File: src/rtl/muxn_pkg.sv
// Shared types, default parameters and width helper for the muxn_scan block.
package muxn_pkg;

  typedef enum logic {
    MODE_MANUAL = 1'b0,
    MODE_SCAN   = 1'b1
  } mode_e;

  localparam int DEF_N_CH    = 4;
  localparam int DEF_DATA_W  = 8;
  localparam int DEF_DWELL_W = 8;

  // Index width that never collapses to zero bits.
  function automatic int clog2_min1(input int n);
    return (n <= 2) ? 1 : $clog2(n);
  endfunction

endpackage

File: src/rtl/muxn_next_ch.sv
// Rotating-priority finder: first enabled channel at or after i_start, wrapping to 0.
module muxn_next_ch
  import muxn_pkg::*;
#(
  parameter int N_CH  = DEF_N_CH,
  parameter int SEL_W = clog2_min1(N_CH)
) (
  input  logic [N_CH-1:0]  i_en,
  input  logic [SEL_W-1:0] i_start,
  output logic [SEL_W-1:0] o_idx,
  output logic             o_any
);

  logic [SEL_W-1:0] w_idx;

  // Walk offsets from far to near so the closest enabled channel wins.
  always_comb begin
    o_idx = i_start;
    w_idx = '0;
    for (int k = N_CH - 1; k >= 0; k--) begin
      w_idx = SEL_W'((int'(i_start) + k) % N_CH);
      if (i_en[w_idx]) begin
        o_idx = w_idx;
      end
    end
  end

  assign o_any = |i_en;

endmodule

File: src/rtl/muxn_scan.sv
// N-channel registered mux with valid/ready output stage and round-robin scan mode.
// Define MUXN_PARITY_EN to add the registered even-parity output y_par.
module muxn_scan
  import muxn_pkg::*;
#(
  parameter  int N_CH    = DEF_N_CH,
  parameter  int DATA_W  = DEF_DATA_W,
  parameter  int DWELL_W = DEF_DWELL_W,
  localparam int SEL_W   = clog2_min1(N_CH)
) (
  input  logic                   clk,
  input  logic                   rst_n,
  input  logic [N_CH*DATA_W-1:0] ch_data,
  input  logic [N_CH-1:0]        ch_en,
  input  logic                   mode,
  input  logic [SEL_W-1:0]       sel_in,
  input  logic [DWELL_W-1:0]     dwell,
  output logic [DATA_W-1:0]      y_data,
  output logic [SEL_W-1:0]       y_ch,
  output logic                   y_valid,
  input  logic                   y_ready
`ifdef MUXN_PARITY_EN
  ,
  output logic                   y_par
`endif
);

  logic               r_mode_q;
  logic [SEL_W-1:0]   r_cur_ch;
  logic [DWELL_W-1:0] r_dwell_cnt;
  logic [DATA_W-1:0]  r_y_data;
  logic [SEL_W-1:0]   r_y_ch;
  logic               r_y_valid;

  mode_e              w_mode;
  logic               w_sel_ok;
  logic               w_any;
  logic               w_src_ok;
  logic               w_load;
  logic               w_last;
  logic               w_enter_scan;
  logic [SEL_W-1:0]   w_skip_idx;
  logic [SEL_W-1:0]   w_adv_start;
  logic [SEL_W-1:0]   w_adv_idx;
  logic [SEL_W-1:0]   w_src;
  logic [DWELL_W-1:0] w_eff_cnt;
  logic [DATA_W-1:0]  w_src_data;

  assign w_mode       = mode_e'(r_mode_q);
  assign w_sel_ok     = (32'(sel_in) < 32'(N_CH));
  assign w_enter_scan = mode && !r_mode_q;

  // Skip search: the current channel itself if enabled, else the next enabled one.
  muxn_next_ch #(
    .N_CH  (N_CH),
    .SEL_W (SEL_W)
  ) u_skip (
    .i_en    (ch_en),
    .i_start (r_cur_ch),
    .o_idx   (w_skip_idx),
    .o_any   (w_any)
  );

  assign w_adv_start = (w_skip_idx == SEL_W'(N_CH - 1)) ? '0 : w_skip_idx + 1'b1;

  // Advance search starts one past the channel that supplies this beat.
  muxn_next_ch #(
    .N_CH  (N_CH),
    .SEL_W (SEL_W)
  ) u_adv (
    .i_en    (ch_en),
    .i_start (w_adv_start),
    .o_idx   (w_adv_idx),
    .o_any   ()
  );

  always_comb begin
    w_src     = sel_in;
    w_src_ok  = w_sel_ok;
    w_eff_cnt = r_dwell_cnt;
    if (w_mode == MODE_SCAN) begin
      w_src    = w_skip_idx;
      w_src_ok = w_any;
      // A skipped-to channel starts its dwell afresh with this beat.
      if (w_skip_idx != r_cur_ch) begin
        w_eff_cnt = '0;
      end
    end
  end

  // >= so a dwell lowered below the running count still forces an advance.
  assign w_last = (w_eff_cnt >= dwell);
  assign w_load = (!r_y_valid || y_ready) && w_src_ok;

  always_comb begin
    w_src_data = '0;
    for (int k = 0; k < N_CH; k++) begin
      if (w_src == SEL_W'(k)) begin
        w_src_data = ch_data[k*DATA_W +: DATA_W];
      end
    end
  end

  // Scan sequencer state; frozen while in manual mode.
  always_ff @(posedge clk or negedge rst_n) begin
    if (!rst_n) begin
      r_mode_q    <= 1'b0;
      r_cur_ch    <= '0;
      r_dwell_cnt <= '0;
    end else begin
      r_mode_q <= mode;
      if (w_enter_scan) begin
        r_cur_ch    <= w_sel_ok ? sel_in : '0;
        r_dwell_cnt <= '0;
      end else if ((w_mode == MODE_SCAN) && w_load) begin
        if (w_last) begin
          r_cur_ch    <= w_adv_idx;
          r_dwell_cnt <= '0;
        end else begin
          r_cur_ch    <= w_skip_idx;
          r_dwell_cnt <= w_eff_cnt + 1'b1;
        end
      end
    end
  end

  // Output register stage: load, drain, or hold under back-pressure.
  always_ff @(posedge clk or negedge rst_n) begin
    if (!rst_n) begin
      r_y_data  <= '0;
      r_y_ch    <= '0;
      r_y_valid <= 1'b0;
    end else if (w_load) begin
      r_y_data  <= w_src_data;
      r_y_ch    <= w_src;
      r_y_valid <= 1'b1;
    end else if (y_ready) begin
      r_y_valid <= 1'b0;
    end
  end

  assign y_data  = r_y_data;
  assign y_ch    = r_y_ch;
  assign y_valid = r_y_valid;

`ifdef MUXN_PARITY_EN
  logic r_y_par;

  always_ff @(posedge clk or negedge rst_n) begin
    if (!rst_n) begin
      r_y_par <= 1'b0;
    end else if (w_load) begin
      r_y_par <= ^w_src_data;
    end
  end

  assign y_par = r_y_par;
`endif

endmodule

File: config.mk
export PLATFORM = sky130hd
export DESIGN_NAME = muxn_scan
export DESIGN_NICKNAME = d
export VERILOG_FILES = /design/src/rtl/muxn_pkg.sv /design/src/rtl/muxn_next_ch.sv /design/src/rtl/muxn_scan.sv
export SDC_FILE = /design/constraint.sdc
export NUM_CORES = 1
export LEC_CHECK = 0
export ABC_AREA = 1
export BUFFER_PORTS_ARGS = -buffer_cell sky130_fd_sc_hd__clkbuf_2
export CAP_MARGIN = 10
export CORE_MARGIN = 2
export CORE_UTILIZATION = 45
export DETAILED_ROUTE_END_ITERATION = 8
export GPL_TIMING_DRIVEN = 0
export PLACE_DENSITY_LB_ADDON = 0.3
export SLEW_MARGIN = 20
export SYNTH_ARGS = -nofsm -noshare
export SYNTH_HDL_FRONTEND = slang
export SYNTH_SLANG_ARGS = --single-unit
File: constraint.sdc
create_clock -name clk -period 3.45 [get_ports clk]
set_clock_uncertainty 0.15 [all_clocks]
set_input_delay 0.69 -clock clk [delete_from_list [all_inputs] [get_ports clk]]
set_output_delay 0.69 -clock clk [all_outputs]
set_load 0.02 [all_outputs]
-- Word-level counts from Yosys, hierarchy flattened
Cells that the tools add are included.
- memory bits (read-only): 0
- RAM bits: 0
- register bits after elaboration: 22
- bits in latches: 0
- memories: 0
- equality and inequality tests: 5
- reductions and logical operators: 10
- add/subtract/negate cells: 8
- muxes and demuxes: 41
- divide/modulo/power cells: 0
- multiply operators: 0
- bitwise gates (word level): 0
- shift-type cells: 0
- $lt $le $gt $ge: 9
- operators with widths (cell ; number):
    8-bit 2-to-1 mux ; 9
    2-bit 2-to-1 mux ; 13
    2-bit by 3-bit less-than comparator with 1-bit output (second input constant) ; 8
    1-bit binary-select mux with 2-bit select ; 8
    1-bit 2-to-1 mux ; 11
    2-bit adder (second input constant) ; 4
    8-bit by 1-bit adder with 8-bit output (second input constant) ; 1
    8-bit >= comparator ; 1
    2-bit by 1-bit adder with 2-bit output (second input constant) ; 3
    2-bit equality test (second input constant) ; 3
    2-bit nonzero test ; 2
    4-bit OR reduction ; 1
    1-bit logical AND ; 3
    2-bit by 1-bit equality test with 1-bit output (second input constant) ; 1
    1-bit zero test ; 2
    2-bit zero test ; 1
    2-bit inequality test ; 1
    1-bit logical OR ; 1

-- Longest topological paths before layout
- word-level depth: 19
- mapped depth: 27
- mapped depth without buffers: 27

-- Hierarchy
Synthesis repeated with hierarchy kept, for this count alone.
- cells, all modules: 334
- area, all modules: 2008.2 µm²
- by module, submodules not included (module ; times used ; cells each ; seq. area each (µm²) ; area each (µm²)):
    muxn_scan ; 1 ; 234 ; 550.5 ; 1572.8
    muxn_next_ch ; 2 ; 50 ; 0.0 ; 217.7

-- Worst setup path before layout
OpenSTA, ideal clock, no wires.
- kind: input to register
- from: input ch_en[1]
- to: register r_dwell_cnt[7]
- slack: 0.268 ns
- path buffers: 0
- stages: 23
- data arrival time: 2.955 ns
- required time: 3.223 ns
- cells stage by stage: inv_1 > nand2_1 > nand3_1 > nor3b_1 > o21ai_1 > nand2_1 > nand2_2 > nor2_2 > nand2_2 > nand2_4 > inv_6 > nand2_2 > inv_1 > ha_1 > a21oi_1 > o21ai_0 > nand2_1 > nand3_1 > nor2_1 > inv_1 > a21oi_1 > nand2_1 > o21ai_1
- cells in the longest elaborated chain, start to end: 13
- elaborated cells on any way between the ends: 25
- RTL lines (element ; line ; text):
    start, declared ; muxn_scan.sv:14 ; input logic [N_CH-1:0] ch_en,
    1-bit binary-select mux with 2-bit select ; muxn_next_ch.sv:22 ; if (i_en[w_idx]) begin
    1-bit 2-to-1 mux (implied by the code) ; muxn_next_ch.sv:22 ;
    2-bit 2-to-1 mux (4 in a row) ; muxn_next_ch.sv:22 ;
    2-bit inequality test ; muxn_scan.sv:85 ; if (w_skip_idx != r_cur_ch) begin
    8-bit 2-to-1 mux ; muxn_scan.sv:85 ;
    8-bit 2-to-1 mux ; muxn_scan.sv:81 ; if (w_mode == MODE_SCAN) begin
    8-bit by 1-bit adder with 8-bit output or 8-bit >= comparator (tied branches) ; muxn_scan.sv:121, muxn_scan.sv:92 ;
    8-bit 2-to-1 mux ; muxn_scan.sv:116 ; if (w_last) begin
    8-bit 2-to-1 mux ; muxn_scan.sv:115 ; end else if ((w_mode == MODE_SCAN) && w_load) begin
    8-bit 2-to-1 mux ; muxn_scan.sv:112 ; if (w_enter_scan) begin
    end signal, assigned ; muxn_scan.sv:121 ; r_dwell_cnt <= w_eff_cnt + 1'b1;
    end, declared ; muxn_scan.sv:30 ; logic [DWELL_W-1:0] r_dwell_cnt;
Several ways; a longest one is shown, not always the timed one. The select of a mux whose other input is x is not followed.
A chain may end at the register's enable or synchronous reset.

-- Worst setup path in the final report
- from: register r_cur_ch[0]
- to: register r_dwell_cnt[7]
- cells in the longest elaborated chain, start to end: 14
- elaborated cells on any way between the ends: 23
- RTL lines (element ; line ; text):
    start, declared ; muxn_scan.sv:29 ; logic [SEL_W-1:0] r_cur_ch;
    start signal, assigned ; muxn_scan.sv:113 ; r_cur_ch <= w_sel_ok ? sel_in : '0;
    start signal, assigned ; muxn_scan.sv:117 ; r_cur_ch <= w_adv_idx;
    start signal, assigned ; muxn_scan.sv:120 ; r_cur_ch <= w_skip_idx;
    2-bit adder ; muxn_next_ch.sv:21 ; w_idx = SEL_W'((int'(i_start) + k) % N_CH);
    1-bit binary-select mux with 2-bit select ; muxn_next_ch.sv:22 ;
    1-bit 2-to-1 mux (implied by the code) ; muxn_next_ch.sv:22 ;
    2-bit 2-to-1 mux (4 in a row) ; muxn_next_ch.sv:22 ;
    2-bit inequality test (*) ; muxn_scan.sv:85 ;
    8-bit 2-to-1 mux (*) ; muxn_scan.sv:85 ;
    8-bit 2-to-1 mux (*) ; muxn_scan.sv:81 ;
    8-bit by 1-bit adder with 8-bit output or 8-bit >= comparator (tied branches) ; muxn_scan.sv:121, muxn_scan.sv:92 ;
    8-bit 2-to-1 mux (*) ; muxn_scan.sv:116 ;
    8-bit 2-to-1 mux (*) ; muxn_scan.sv:115 ;
    8-bit 2-to-1 mux (*) ; muxn_scan.sv:112 ;
Every way passes the cells marked *; elsewhere a longest branch is shown, timed or not. The select of a mux whose other input is x is not followed.

==> flow_summary.json <==
{
  "synth_cell_type_count": 34,
  "critical_path.max_fanout": 10,
  "synth.yosys.warnings": 0,
  "dpl-instance-area_um2": 2330,
  "synth.yosys.seq_area_share": 0.280,
  "fillCellCount": 415,
  "starting_drc_count_in_detailed_routing": 67,
  "grt_use_total": 0.197,
  "detailroute.via_count": 2195,
  "synthesis.area_um2": 1970,
  "critical_path_startpoint_category": "register",
  "cellPowerDensity_nw_per_um2": 837,
  "grt_antenna_before_repair": 0,
  "avg_synthesized_cell_area_um2": 6.37,
  "fin_crit_sh": 0.933,
  "syn-num-nets": 368,
  "cpMostUsedCell": "sky130_fd_sc_hd__nand2_2",
  "power.total_w": 0.00211,
  "fp.dieW_um": 70.2,
  "crit_path_end_kind": "register",
  "cap_viol_max_count": 0,
  "clock_tree.htree_level_count": 1,
  "timing_hold_violations_final": 0,
  "number_of_global_route_vias_before_repair": 1997,
  "min_path_type": "in -> async",
  "slowest_delay_ns": 0.43,
  "drt.antenna.violating_nets": 0,
  "syn_to_final_growth_pct": 27.6,
  "worst_skew_pair.late_latency_ns": 0.26,
  "detailedPlacementHpwl_um": 3790,
  "drc_errors": 0,
  "initial_utilization": 0.459,
  "ys_seq_elements": 22,
  "leakage_nw": 1.40,
  "synth_area_leaders": "sky130_fd_sc_hd__dfrtp_1 (28%), sky130_fd_sc_hd__nand2_1 (21%), sky130_fd_sc_hd__nand3_1 (7.9%)",
  "yosysTopAreaCellShare": 0.280,
  "diodes": 0,
  "die_area_um2": 4920,
  "finalWeightedCongestion": 0.864,
  "avgViaCountPerCell": 5.12,
  "cp_max_delay_cell": "sky130_fd_sc_hd__dfrtp_1",
  "final_nets": 438,
  "pre_cts_ws_ns": -0.430,
  "placementRows": 24,
  "finalSetupViolCount": 0,
  "drv_slew": 0,
  "drt_pass1_iterations": 4,
  "crit_required_ns": 3.49,
  "synthCells": 309,
  "final.min_clock_period_ns": 3.22,
  "drt-total-wl_um": 4960,
  "proportion_of_layout_cells_with_a_drive_suffix_above_1": 0.302,
  "cts_buffer_depth": 2,
  "worst_vdd_ir_v": 0.000485,
  "clock.fmax_mhz": 311,
  "run_status": "completed",
  "count_of_input_and_output_buffers": 60,
  "number_of_buffers_inserted_during_clock_tree_synthesis": 3,
  "final_area_um2": 2510,
  "kind_of_critical_path": "reg -> reg",
  "grt_start_max_net_pins": 23,
  "synth.largest_area_cell": "sky130_fd_sc_hd__dfrtp_1",
  "cts_tree": "done",
  "wire_length_of_the_first_global_routing_pass_um": 8270,
  "die_h_um": 70.2,
  "clk_root_buffer_cell": "sky130_fd_sc_hd__clkbuf_8",
  "postLayoutSetupSlackWorst_ns": 0.231,
  "clk_pin_slew_ns": 0.08,
  "worst-slew-pin-transition_ns": 0.546,
  "clock-sinks": 22,
  "io-pin-count": 61,
  "worst_slew_margin_rel": 0.636,
  "grt_remaining_overflow": 0,
  "avgRoutedWirePerCell_um": 11.6,
  "cp_data_arrival_time_ns": 3.26,
  "core-area_um2": 4290,
  "critical_path.cell_chain": "buf_6 > nand2_1 > nand2_2 > nand2_2 > nand2_2 > inv_2 > nand2_1 > o21ai_2 > nand2_2 > nand2_4 > nor2_4 > nand2_2 > nand2_4 > buf_12 > nor2_1 > ha_1 > a21oi_1 > o21a_1 > nand3_4 > nor2_4 > inv_1 > a21oi_1 > nand2_1 > o21ai_1"
}
-- cell usage in the layout, fill, tap and decap left out, types with 2 or more instances in the layout --
master / Yosys / layout
sky130_fd_sc_hd__a21oi_1: 16 / 16
sky130_fd_sc_hd__a31oi_1: 3 / 3
sky130_fd_sc_hd__buf_4: 1 / 4
sky130_fd_sc_hd__clkbuf_1: 2 / 2
sky130_fd_sc_hd__clkbuf_2: 0 / 60
sky130_fd_sc_hd__clkbuf_8: 0 / 3
sky130_fd_sc_hd__dfrtp_1: 22 / 21
sky130_fd_sc_hd__ha_1: 9 / 9
sky130_fd_sc_hd__inv_1: 35 / 34
sky130_fd_sc_hd__inv_2: 7 / 7
sky130_fd_sc_hd__nand2_1: 112 / 107
sky130_fd_sc_hd__nand2_2: 8 / 10
sky130_fd_sc_hd__nand2_4: 3 / 6
sky130_fd_sc_hd__nand3_1: 31 / 30
sky130_fd_sc_hd__nand4_1: 2 / 2
sky130_fd_sc_hd__nor2_1: 11 / 8
sky130_fd_sc_hd__nor2_2: 2 / 2
sky130_fd_sc_hd__nor2_4: 2 / 5
sky130_fd_sc_hd__nor3b_2: 0 / 2
sky130_fd_sc_hd__o21ai_0: 12 / 10
sky130_fd_sc_hd__o21ai_1: 12 / 12
sky130_fd_sc_hd__o21ai_2: 0 / 2
sky130_fd_sc_hd__o22ai_1: 3 / 3
-- layer usage --
metal	vias up	GRT usage	wire length, µm
li1	1137	-	-
met1	1003	0.262	2200
met2	53	0.344	2510
met3	2	0.0390	236
met4	0	0.0171	8
met5	-	0	0
-- timing repair --
item,CTS,global route
setup endpoints to repair,4,10
hold buffers,0,0
gates cloned,0,0
pin swaps,1,8
gates resized for setup,2,24
buffers inserted,1,4
-- final timing paths --
path	startpoint	endpoint	slack, ns	cells after the start
worst min-delay path	rst_n	r_mode_q$_DFF_PN0_	0.25	1
worst max-delay path	r_cur_ch[0]$_DFFE_PN0P_	r_dwell_cnt[7]$_DFFE_PN0P_	0.23	24
min in group clk	y_data[6]$_DFFE_PN0P_	y_data[6]$_DFFE_PN0P_	0.34	2
worst min register to register	y_data[6]$_DFFE_PN0P_	y_data[6]$_DFFE_PN0P_	0.34	2
max in group asynchronous	rst_n	r_cur_ch[1]$_DFFE_PN0P_	2.51	1
worst max register to register	r_cur_ch[0]$_DFFE_PN0P_	r_dwell_cnt[7]$_DFFE_PN0P_	0.23	24
-- final cells by class --
type / count / area [µm²] / share of cell area
flip-flops and latches: 22 / 552 / 0.220
plain buffers: 4 / 23.8 / 0.00946
multi-input cells: 239 / 1310 / 0.521
clock buffers: 3 / 41.3 / 0.0164
repair buffers: 65 / 350 / 0.139
well taps: 52 / 65.1 / 0.0259
inverters: 44 / 173 / 0.0687
-- kinds of logic (layout without fill, tap and decap cells) --
| group | count (synthesis) | after routing | share of synthesized area |
|---|---|---|---|
| AND/OR/NAND/NOR | 179 | 179 | 0.421 |
| AO/OA/AOI/OAI | 50 | 50 | 0.141 |
| buffers and inverters | 48 | 116 | 0.0966 |
| flip-flops | 22 | 22 | 0.280 |
| adder cells (fa/ha/maj) | 9 | 9 | 0.0572 |
| XOR/XNOR | 1 | 1 | 0.00445 |
-- cells in the mapped netlist --
cell,number
sky130_fd_sc_hd__o211ai_1,1
sky130_fd_sc_hd__o22ai_1,3
sky130_fd_sc_hd__o21ai_0,12
sky130_fd_sc_hd__ha_1,9
sky130_fd_sc_hd__nand2_2,8
sky130_fd_sc_hd__nor3b_1,2
sky130_fd_sc_hd__nor2_1,11
sky130_fd_sc_hd__o21ai_4,1
sky130_fd_sc_hd__a21oi_2,1
sky130_fd_sc_hd__nor2_2,2
sky130_fd_sc_hd__o21a_1,1
sky130_fd_sc_hd__nand2_1,112
sky130_fd_sc_hd__nand4_2,1
sky130_fd_sc_hd__inv_1,35
sky130_fd_sc_hd__nand2_4,3
sky130_fd_sc_hd__o21ai_1,12
sky130_fd_sc_hd__nand3b_1,1
sky130_fd_sc_hd__nand3_1,31
sky130_fd_sc_hd__a31oi_1,3
sky130_fd_sc_hd__buf_4,1
sky130_fd_sc_hd__nand3_2,1
sky130_fd_sc_hd__a21oi_1,16
sky130_fd_sc_hd__clkbuf_1,2
sky130_fd_sc_hd__nand4_1,2
sky130_fd_sc_hd__nor2_4,2
sky130_fd_sc_hd__clkinv_1,1
sky130_fd_sc_hd__buf_2,1
sky130_fd_sc_hd__inv_6,1
sky130_fd_sc_hd__nor3_2,1
sky130_fd_sc_hd__inv_2,7
sky130_fd_sc_hd__dfrtp_1,22
sky130_fd_sc_hd__nor4_1,1
sky130_fd_sc_hd__xor2_1,1
sky130_fd_sc_hd__nor2_8,1
-- per-stage QoR --
stage               hold WS, ns  setup TNS [ns]   util  std cells
floorplan                 0.244               0      -        309
global placement          0.325           -1.97  0.544        421
detailed placement        0.330           -2.51  0.544        421
CTS                       0.265               0  0.557        425
global route              0.294         -0.0297  0.585        429
finish                    0.248               0  0.585        429
-- report_power, final --
group | total [W] | leakage, nW | internal (W) | switching, W
logic | 0.00155 | 1.10 | 0.000546 | 0.00100
clock network | 0.000158 | 0.0216 | 0.0000779 | 0.0000800
registers | 0.000397 | 0.277 | 0.000339 | 0.0000582
-- flip-flops by register name, indices dropped and copies added, names as in the netlist --
register / cells
r_dwell_cnt: 8
r_cur_ch: 2
y_ch: 2
y_valid: 1
y_data: 8
r_mode_q: 1
-- critical path, delay by kind of cell, from the launching register on --
| kind | cells | cell delay (ns) |
|---|---|---|
| AND/OR/NAND/NOR | 14 | 1.19 |
| AO/OA/AOI/OAI | 5 | 0.69 |
| adder cells (fa/ha/maj) | 1 | 0.26 |
| buffers and inverters | 4 | 0.45 |
| flip-flops | 1 | 0.43 |
(Power assumes the default switching activity.)
